===== config.mk =====
export PLATFORM = sky130hd
export DESIGN_NAME = cic_comp_fir
export DESIGN_NICKNAME = d
export VERILOG_FILES = /design/src/rtl/cic_pkg.sv /design/src/rtl/cic_comp_mac.sv /design/src/rtl/cic_comp_fir.sv
export SDC_FILE = /design/constraint.sdc
export NUM_CORES = 2
export LEC_CHECK = 0
export BUFFER_PORTS_ARGS = -buffer_cell sky130_fd_sc_hd__buf_2
export CAP_MARGIN = 15
export CORE_ASPECT_RATIO = 0.5
export CORE_MARGIN = 2
export CORE_UTILIZATION = 55
export CTS_CLUSTER_DIAMETER = 120
export CTS_CLUSTER_SIZE = 30
export DETAILED_ROUTE_END_ITERATION = 7
export PLACE_DENSITY = 0.7
export SYNTH_ARGS = -nofsm -noshare
export SYNTH_HDL_FRONTEND = slang
export SYNTH_SLANG_ARGS = --single-unit

===== constraint.sdc =====
create_clock -name clk -period 31.7 [get_ports clk]
set_clock_uncertainty 0.2 [all_clocks]
set_input_delay 3.17 -clock clk [delete_from_list [all_inputs] [get_ports clk]]
set_output_delay 3.17 -clock clk [all_outputs]
set_load 0.005 [all_outputs]

===== src/rtl/cic_pkg.sv =====
// cic_pkg: shared constants, coefficients and FSM state type for the CIC compensation FIR
package cic_pkg;
  localparam int DEF_IN_W = 31;
  localparam int DEF_COEF_W = 18;
  localparam int DEF_ACC_W = 56;
  localparam int DEF_OUT_SHIFT = 22;
  localparam int DEF_OUT_W = 24;
  localparam int NTAPS = 15;
  localparam int NMAC = 8;
  localparam logic signed [DEF_COEF_W-1:0] COEF [NMAC] = '{
    -18'sd48, 18'sd96, -18'sd200, 18'sd380, -18'sd700, 18'sd1400, -18'sd3200, 18'sd37312
  };
  typedef enum logic [1:0] {IDLE, MAC, ROUND, OUT} fir_state_t;
endpackage


===== src/rtl/cic_comp_mac.sv =====
// cic_comp_mac: symmetric-tap pre-adder, multiplier and accumulator with clear/enable
module cic_comp_mac #(
  parameter int IN_W = 31,
  parameter int COEF_W = 18,
  parameter int ACC_W = 56
) (
  input  logic                     clk,
  input  logic                     rst,
  input  logic                     clr,
  input  logic                     en,
  input  logic signed [IN_W-1:0]   a,
  input  logic signed [IN_W-1:0]   b,
  input  logic signed [COEF_W-1:0] coef,
  output logic signed [ACC_W-1:0]  acc
);
  localparam int PW = IN_W + 1 + COEF_W;
  logic signed [IN_W:0] pre;
  logic signed [PW-1:0] prod;
  logic signed [ACC_W-1:0] acc_q, acc_d;
  // pre-add the mirrored taps, multiply, and accumulate
  always_comb begin
    pre = {a[IN_W-1], a} + {b[IN_W-1], b};
    prod = pre * coef;
    acc_d = clr ? '0 : en ? acc_q + {{(ACC_W-PW){prod[PW-1]}}, prod} : acc_q;
  end
  // accumulator register
  always_ff @(posedge clk or posedge rst)
    if (rst) acc_q <= '0;
    else acc_q <= acc_d;
  assign acc = acc_q;
endmodule


===== src/rtl/cic_comp_fir.sv =====
// cic_comp_fir: 15-tap symmetric droop-compensation FIR after the CIC; CIC_COMP_SAT_EN enables output saturation
module cic_comp_fir
  import cic_pkg::*;
#(
  parameter int IN_W = DEF_IN_W,
  parameter int COEF_W = DEF_COEF_W,
  parameter int ACC_W = DEF_ACC_W,
  parameter int OUT_SHIFT = DEF_OUT_SHIFT,
  parameter int OUT_W = DEF_OUT_W
) (
  input  logic             clk,
  input  logic             rst,
  input  logic [IN_W-1:0]  in_data,
  input  logic             in_strobe,
  output logic [OUT_W-1:0] out_data,
  output logic             out_valid,
  output logic             overrun
);
  fir_state_t state_q, state_d;
  logic [2:0] k_q, k_d;
  logic signed [IN_W-1:0] x_q [NTAPS];
  logic signed [IN_W-1:0] x_d [NTAPS];
  logic strobe_prev_q, overrun_q, overrun_d;
  logic [OUT_W-1:0] out_data_q, out_data_d;
  logic edge_det, mac_clr, mac_en;
  logic signed [IN_W-1:0] tap_a, tap_b;
  logic signed [ACC_W-1:0] acc, rnd, r;
  logic [OUT_W-1:0] narrow;
  assign edge_det = in_strobe & ~strobe_prev_q;
  assign tap_a = x_q[{1'b0, k_q}];
  // the centre tap has no mirror partner, so its pre-add partner is zero
  assign tap_b = (k_q == 3'd7) ? '0 : x_q[4'(NTAPS - 1) - {1'b0, k_q}];
  cic_comp_mac #(.IN_W(IN_W), .COEF_W(COEF_W), .ACC_W(ACC_W)) u_mac (
    .clk(clk), .rst(rst), .clr(mac_clr), .en(mac_en),
    .a(tap_a), .b(tap_b), .coef(COEF_W'(COEF[k_q])), .acc(acc)
  );
  // round half up, then shift down to output scale
  always_comb begin
    rnd = acc + (ACC_W'(1) << (OUT_SHIFT - 1));
    r = rnd >>> OUT_SHIFT;
  end
`ifdef CIC_COMP_SAT_EN
  localparam logic signed [ACC_W-1:0] R_MAX = {{(ACC_W-OUT_W+1){1'b0}}, {(OUT_W-1){1'b1}}};
  localparam logic signed [ACC_W-1:0] R_MIN = ~R_MAX;
  // clamp to the signed output range
  always_comb narrow = (r > R_MAX) ? R_MAX[OUT_W-1:0] : (r < R_MIN) ? R_MIN[OUT_W-1:0] : r[OUT_W-1:0];
`else
  // two's-complement wrap to the output width
  always_comb narrow = r[OUT_W-1:0];
`endif
  // sequencing: capture, 8 MAC cycles, round, output pulse; edges outside IDLE are dropped
  always_comb begin
    state_d = state_q;
    k_d = k_q;
    x_d = x_q;
    out_data_d = out_data_q;
    overrun_d = overrun_q | (edge_det & (state_q != IDLE));
    mac_clr = 1'b0;
    mac_en = 1'b0;
    case (state_q)
      IDLE: if (edge_det) begin
        x_d[0] = in_data;
        for (int i = 1; i < NTAPS; i++) x_d[i] = x_q[i-1];
        mac_clr = 1'b1;
        k_d = '0;
        state_d = MAC;
      end
      MAC: begin
        mac_en = 1'b1;
        k_d = k_q + 3'd1;
        state_d = (k_q == 3'(NMAC - 1)) ? ROUND : MAC;
      end
      ROUND: begin
        out_data_d = narrow;
        state_d = OUT;
      end
      default: state_d = IDLE;
    endcase
  end
  // state, delay line and output registers
  always_ff @(posedge clk or posedge rst)
    if (rst) begin
      state_q <= IDLE;
      k_q <= '0;
      x_q <= '{default: '0};
      strobe_prev_q <= 1'b1;
      overrun_q <= 1'b0;
      out_data_q <= '0;
    end else begin
      state_q <= state_d;
      k_q <= k_d;
      x_q <= x_d;
      strobe_prev_q <= in_strobe;
      overrun_q <= overrun_d;
      out_data_q <= out_data_d;
    end
  assign out_data = out_data_q;
  assign out_valid = (state_q == OUT);
  assign overrun = overrun_q;
endmodule


# Yosys cells after proc, flatten, opt, wreduce, memory -nomap -nowiden
# Memory sizes are Yosys's and may differ from the RTL's.
# Cells that the tools add are included.
# word_totals
mem_bits_ro	144
output_inout_bits	26
n_memories	1
in_bits	34
wordCells	68
register_bits	552
# mem_list
memory	words	width	rd	rd_ports_with_merged_regs	wr	line_no	source
(name not given)	8	18	1	0	0	cic_comp_fir.sv:35	.a(tap_a), .b(tap_b), .coef(COEF_W'(COEF[k_q])), .acc(acc)
# classes
addsub	5
n_mux	19
n_bitwise	7
multipliers	1
n_lt_le_gt_ge	3
eq_ne	5
n_reduce_logical	6
# ops
op	n
binary-select mux 31 bit (select 4 bit)	2
two-way mux 31 bit	5
two-way mux 56 bit	2
adder 56 bit	1
multiplier 32 x 18 -> 50 bit	1
adder 46 x 23 -> 46 bit, second input constant	1
two-way mux 18 bit	2
adder 31 x 31 -> 32 bit	1
>= comparator 5 bit, second input constant	2
case mux 2 bit (3 select lines)	1
case mux 3 bit (2 select lines)	1
nonzero test 2 bit	3
NOT 3 -> 5 bit	1
NOT 4 -> 5 bit	1
equality test 2 bit, second input constant	2
>= comparator 4 bit, second input constant	1
two-way mux 2 bit	2
NOT 3 -> 4 bit	1
AND reduction 2 bit	2
subtractor 4 x 3 -> 4 bit, first input constant	1
adder 3 x 1 -> 3 bit, second input constant	1
equality test 3 bit, second input constant	1
two-way mux 1 bit	3
two-way mux 3 bit	1
other kinds (6)	7

# Logic depth before layout (Yosys ltp)
# depth
word_depth	11
ltp_mapped	59
mapped_depth_nobuf	54

# Cells and area by module
# Synthesis repeated with hierarchy kept, for this count alone.
# unflattened
hier_cells	5670
area_unflattened_um2	50392.1
# modules_own_cells
mod	n_inst	cells_each	area_per_inst_um2	seq_area_each_um2
cic_comp_mac	1	2997	26606.8	1401.3
cic_comp_fir	1	2673	23785.3	12413.2

# Worst setup path before layout
# No wires, ideal clock.
# synth_timing
path_type	reg-to-reg
start	register k_q[1]
end	register u_mac.acc_q[45] (netlist: u_mac.acc[45])
arrival_time_ns	13.353
stages_incl_launch_ff	56
period_less_slack_ns	13.674
n_path_buf	6
setup_time_ns	0.121
path_slack_ns	18.026
t_required_ns	31.379
cell_sequence	dfrtp_1 -> clkbuf_1 -> clkinv_1 -> buf_1 -> ha_1 -> clkbuf_1 -> buf_1 -> clkbuf_1 -> clkbuf_1 -> a22oi_1 -> a211oi_1 -> a21oi_1 -> nor2_1 -> ha_1 -> inv_1 -> fa_1 -> nand2b_1 -> a21oi_1 -> (+20 left out) -> o31ai_1 -> a21oi_1 -> a31oi_1 -> a221oi_2 -> o21bai_1 -> a21o_1 -> a21oi_1 -> xnor2_1 -> ha_1 -> a21o_1 -> a21o_1 -> a21oi_1 -> o2bb2ai_1 -> a21oi_1 -> a21oi_1 -> nor2_1 -> xnor3_1 -> a22o_1
# synth_via
elab_chain_len	11
elab_cells_between_ends	20
classes_between	3 x add/sub; 1 x mul; 1 x eq/ne; 11 x mux; 3 x bitwise; 1 x memory
# synth_lines
item	line_no	source
start: declaration	cic_comp_fir.sv:20	logic [2:0] k_q, k_d;
start signal: assignment	cic_comp_fir.sv:91	k_q <= k_d;
subtractor 4 x 3 -> 4 bit	cic_comp_fir.sv:32	assign tap_b = (k_q == 3'd7) ? '0 : x_q[4'(NTAPS - 1) - {1'b0, k_q}];
NOT 4 -> 5 bit (implied by the code)	cic_comp_fir.sv:32	
binary-select mux 31 bit (select 4 bit)	cic_comp_fir.sv:32	
two-way mux 31 bit (implied by the code) (2 in series)	cic_comp_fir.sv:32	
two-way mux 31 bit	cic_comp_fir.sv:32	
adder 31 x 31 -> 32 bit	cic_comp_mac.sv:22	pre = {a[IN_W-1], a} + {b[IN_W-1], b};
multiplier 32 x 18 -> 50 bit *	cic_comp_mac.sv:23	prod = pre * coef;
adder 56 bit *	cic_comp_mac.sv:24	acc_d = clr ? '0 : en ? acc_q + {{(ACC_W-PW){prod[PW-1]}}, prod} : acc_q;
two-way mux 56 bit * (2 in series)	cic_comp_mac.sv:24	
end signal: assignment	cic_comp_mac.sv:28	if (rst) acc_q <= '0;
end signal: assignment	cic_comp_mac.sv:29	else acc_q <= acc_d;
end: declaration	cic_comp_mac.sv:19	logic signed [ACC_W-1:0] acc_q, acc_d;
# Every way passes the cells marked *; elsewhere a longest branch is shown, timed or not. The select of a mux whose other input is x is not followed.
# A chain may end at the register's enable or synchronous reset.

# Final worst setup path
# layout_timing
start	register k_q[0]
end	register u_mac.acc_q[45] (netlist: u_mac.acc[45])
# The elaborated chain is that of the path after synthesis.

==> load_flow_metrics.sql <==
INSERT INTO impl_metrics (metric_group, metric, value, unit) VALUES
('synthesis', 'async_reset_ff_share', '100.0', '%'),
('grt', 'grt_resource_usage_total', '27.00', '%'),
('cts', 'cts_inserted_buffers', '22', ''),
('floorplanning', 'floorplan.initialDensity', '55.89', '%'),
('status', 'status', 'finished, final reports clean', ''),
('routing', 'vias', '34010', ''),
('grt', 'number_of_antenna_violations_at_the_first_check_in_global_routing', '4', ''),
('routing', 'vias_per_cell', '5.528', ''),
('sta', 'period_share', '47.69', '%'),
('routing', 'detail_route.wl_per_cell', '18.41', 'um'),
('layout', 'layout-drive-gt1-share', '8.632', '%'),
('cts', 'cts_max_level', '1', ''),
('setup_path', 'worst_path_most_repeated_cell', 'sky130_fd_sc_hd__a21oi_1', ''),
('routing', 'detailedRoute.firstPassIterationCount', '6', ''),
('synthesis', 'synth.lib_cells_used.distinct', '82', ''),
('setup_path', 'arrival', '15.44', 'ns'),
('layout', 'n_antenna_cell', '0', ''),
('synthesis', 'postSynthNetCount', '5864', ''),
('worst_hold_path', 'timing.hold.worst.start', 'out_data[19]$_DFFE_PP0P_', ''),
('grt', 'grt_pass1_wl', '185900', 'um'),
('cts', 'holdBufCountCts', '0', ''),
('sta', 'timing.final.setup_violations', '0', ''),
('routing', 'route.met3.wl', '9486', 'um'),
('sta', 'worst_slew_margin_rel', '23.97', '%'),
('sta', 'hold_viol_final', '0', ''),
('cts', 'worstSkewPairLatency', '0.64', 'ns'),
('synthesis', 'postSynthCellCount', '5153', ''),
('sta', 'max_clock_freq', '0.06614', 'GHz'),
('setup_path', 'critPathMaxFanout', '47', ''),
('routing', 'drcViolationCount', '0', ''),
('floorplanning', 'floorplan.die.width', '412.5', 'um'),
('cts', 'cts-root-buf', 'sky130_fd_sc_hd__clkbuf_16', ''),
('layout', 'ff_latch_area', '13520', 'um^2'),
('placement', 'dpl_cell_area', '47210', 'um^2'),
('worst_hold_path', 'hp-class', 'reg2reg', ''),
('setup_path', 'cpMaxStageDelayCell', 'sky130_fd_sc_hd__dfrtp_4', ''),
('layout', 'layout.cell_area.non_filler', '47870', 'um^2'),
('floorplanning', 'core_area', '82130', 'um^2'),
('cts', 'tritoncts_clock_tree', 'yes', ''),
('sta', 'report.final.slew_viol_count', '0', ''),
('routing', 'topRoutingLayerUsed', 'met5', ''),
('layout', 'synthToLayoutAreaGrowth', '4.288', '%'),
('routing', 'drt-initial-drc-count', '3335', ''),
('routing', 'finalWirelength', '113300', 'um'),
('sta', 'timing.setup.tns', '0', 'ns'),
('floorplanning', 'die-height', '208.3', 'um'),
('cts', 'post_cts_resize_count', '0', ''),
('floorplanning', 'boundaryPins', '60', ''),
('setup_path', 'timing.critical_path.to_type', 'flop', ''),
('sta', 'rsz0062_at_grt', 'no', ''),
('grt', 'grt_pass1_vias', '34340', ''),
('routing', 'ant_nets', '0', ''),
('synthesis', 'seq_total_area_yosys', '29.44', '%'),
('cts', 'post_cts_buffers', '0', ''),
('synthesis', 'syn-cell-area', '45900', 'um^2'),
('cts', 'clk_path_buf_depth', '3', ''),
('setup_path', 'cp_top_family', 'compound AO/OA/AOI/OAI gates', ''),
('job', 'drv.max_cap_violation_count', '0', ''),
('synthesis', 'yosysWarnings', '0', ''),
('grt', 'largest_net_degree_at_the_start_of_global_routing', '231', ''),
('grt', 'grt_overflow_total', '0', ''),
('setup_path', 'startpoint_type_of_the_worst_setup_path', 'flop', ''),
('setup_path', 'cp.buffers_inverters', '7', ''),
('synthesis', 'syn_avg_cell_area', '8.907', 'um^2'),
('setup_path', 'cp_data_required_time', '32.02', 'ns'),
('floorplanning', 'die-area', '85920', 'um^2'),
('layout', 'finalNetCount', '5757', ''),
('setup_path', 'timing_worst_setup_path_type', 'reg2reg', ''),
('synthesis', 'synth_ff_type', 'sky130_fd_sc_hd__dfrtp_1', ''),
('setup_path', 'setup.worst_path.start', 'k_q[0]$_DFFE_PP0P_', ''),
('placement', 'gp_congestion', '0.9409', '');
## registers in the layout (all words and copies together) (netlist names)
name and count:
k_q 3, out_data 24, overrun 1, state_q 2, strobe_prev_q 1, u_mac.acc 44, x_q 465
## cells in the mapped netlist, types with 84 or more instances
| master | n | area share (%) |
|---|---|---|
| sky130_fd_sc_hd__nand2_1 | 1658 | 14 |
| sky130_fd_sc_hd__inv_1 | 596 | 4.9 |
| sky130_fd_sc_hd__dfrtp_1 | 539 | 29 |
| sky130_fd_sc_hd__fa_1 | 450 | 20 |
| sky130_fd_sc_hd__nor2_1 | 284 | 2.3 |
| sky130_fd_sc_hd__ha_1 | 227 | 6.2 |
| sky130_fd_sc_hd__clkbuf_1 | 215 | 1.8 |
| sky130_fd_sc_hd__mux2_2 | 148 | 3.6 |
| sky130_fd_sc_hd__a21oi_1 | 119 | 1.3 |
| sky130_fd_sc_hd__o21ai_0 | 102 | 1.1 |
| sky130_fd_sc_hd__mux4_2 | 93 | 4.6 |
| sky130_fd_sc_hd__a21o_1 | 84 | 1.4 |
| sky130_fd_sc_hd__xnor2_1 | 84 | 1.6 |
## metrics by stage
step | std cells | utilization (%) | hold slack (ns) | setup WS [ns]
after floorplan | 5153 | - | 0.2377 | 13.24
after CTS | 6152 | 58.25 | 0.2769 | 16.67
after global placement | 6123 | 57.48 | 0.2526 | 16.94
final | 6153 | 58.28 | 0.2827 | 16.58
after global routing | 6153 | 58.28 | 0.3090 | 15.36
after detailed placement | 6123 | 57.48 | 0.2626 | 16.74
## final cells by class
cell class / instances / area share, %
multi-input cells: 3772 / 61.26
flip-flops and latches: 540 / 28.24
inverters: 598 / 4.705
well taps: 1102 / 2.881
repair buffers: 112 / 1.594
clock buffers: 26 / 1.181
clock inverters: 3 / 0.1385
## placed cells by master, fill, tap and decap left out, types with 5 or more instances in the layout
cell type                   count
sky130_fd_sc_hd__a211oi_1      37
sky130_fd_sc_hd__o31ai_1       10
sky130_fd_sc_hd__buf_4         48
sky130_fd_sc_hd__nand2_1     1657
sky130_fd_sc_hd__inv_1        595
sky130_fd_sc_hd__nand4_1       17
sky130_fd_sc_hd__nor3_1        16
sky130_fd_sc_hd__o211ai_1       6
sky130_fd_sc_hd__ha_1         224
sky130_fd_sc_hd__mux2_2       148
sky130_fd_sc_hd__nand3_1       66
sky130_fd_sc_hd__xnor2_1       83
sky130_fd_sc_hd__nor2_1       282
sky130_fd_sc_hd__a21oi_1      118
sky130_fd_sc_hd__o21a_1        14
sky130_fd_sc_hd__a31oi_1       11
sky130_fd_sc_hd__a22oi_1       28
sky130_fd_sc_hd__o21ai_0      100
sky130_fd_sc_hd__o21bai_1      14
sky130_fd_sc_hd__and3_1        22
sky130_fd_sc_hd__and4_1         8
sky130_fd_sc_hd__xor2_1        71
sky130_fd_sc_hd__o21ai_2        5
sky130_fd_sc_hd__buf_2         59
sky130_fd_sc_hd__or3_1          7
sky130_fd_sc_hd__or2_2         12
sky130_fd_sc_hd__nor2b_1       21
sky130_fd_sc_hd__a21o_1        84
sky130_fd_sc_hd__dfrtp_1      537
sky130_fd_sc_hd__mux2i_1       10
sky130_fd_sc_hd__a21oi_2        5
sky130_fd_sc_hd__a21boi_0       5
sky130_fd_sc_hd__clkbuf_16     22
sky130_fd_sc_hd__nand2b_1      47
sky130_fd_sc_hd__mux4_2        93
sky130_fd_sc_hd__fa_1         450
sky130_fd_sc_hd__and2_1        17
## path summary, 6_finish.rpt
kind,endpoint,slack (ns),depth (start not counted)
hold / removal,out_data[19]$_DFFE_PP0P_,0.28,2
setup reg to reg,u_mac.acc[45]$_DFFE_PP0P_,16.58,51
max in group asynchronous,u_mac.acc[4]$_DFFE_PP0P_,26.67,4
setup / recovery,u_mac.acc[45]$_DFFE_PP0P_,16.58,51
min in group asynchronous,x_q[371]$_DFFE_PP0P_,2.45,2
hold reg to reg,out_data[19]$_DFFE_PP0P_,0.28,2
## kinds of logic after synthesis
family / synth area share (%)
fa+ha+maj: 25.82
mux: 8.434
xor+xnor: 3.127
simple gates: 19.23
buf+inv: 6.897
flops: 29.44
compound gates: 7.058
## worst min-delay path: stages, from the launching register on
cell and delay (ns):
sky130_fd_sc_hd__dfrtp_1 0.34, sky130_fd_sc_hd__nand2_1 0.04, sky130_fd_sc_hd__o21ai_0 0.06
## metal layers
| layer | up-vias | global-route usage [%] |
|---|---|---|
| met2 | 1016 | 40.34 |
| met4 | 6 | 3.763 |
| li1 | 16030 | - |
| met3 | 103 | 5.596 |
| met1 | 16860 | 41.51 |
| met5 | - | 0 |
Power is not shown: default switching activity piles up to over one toggle a cycle in this logic, so the estimate is an artifact.
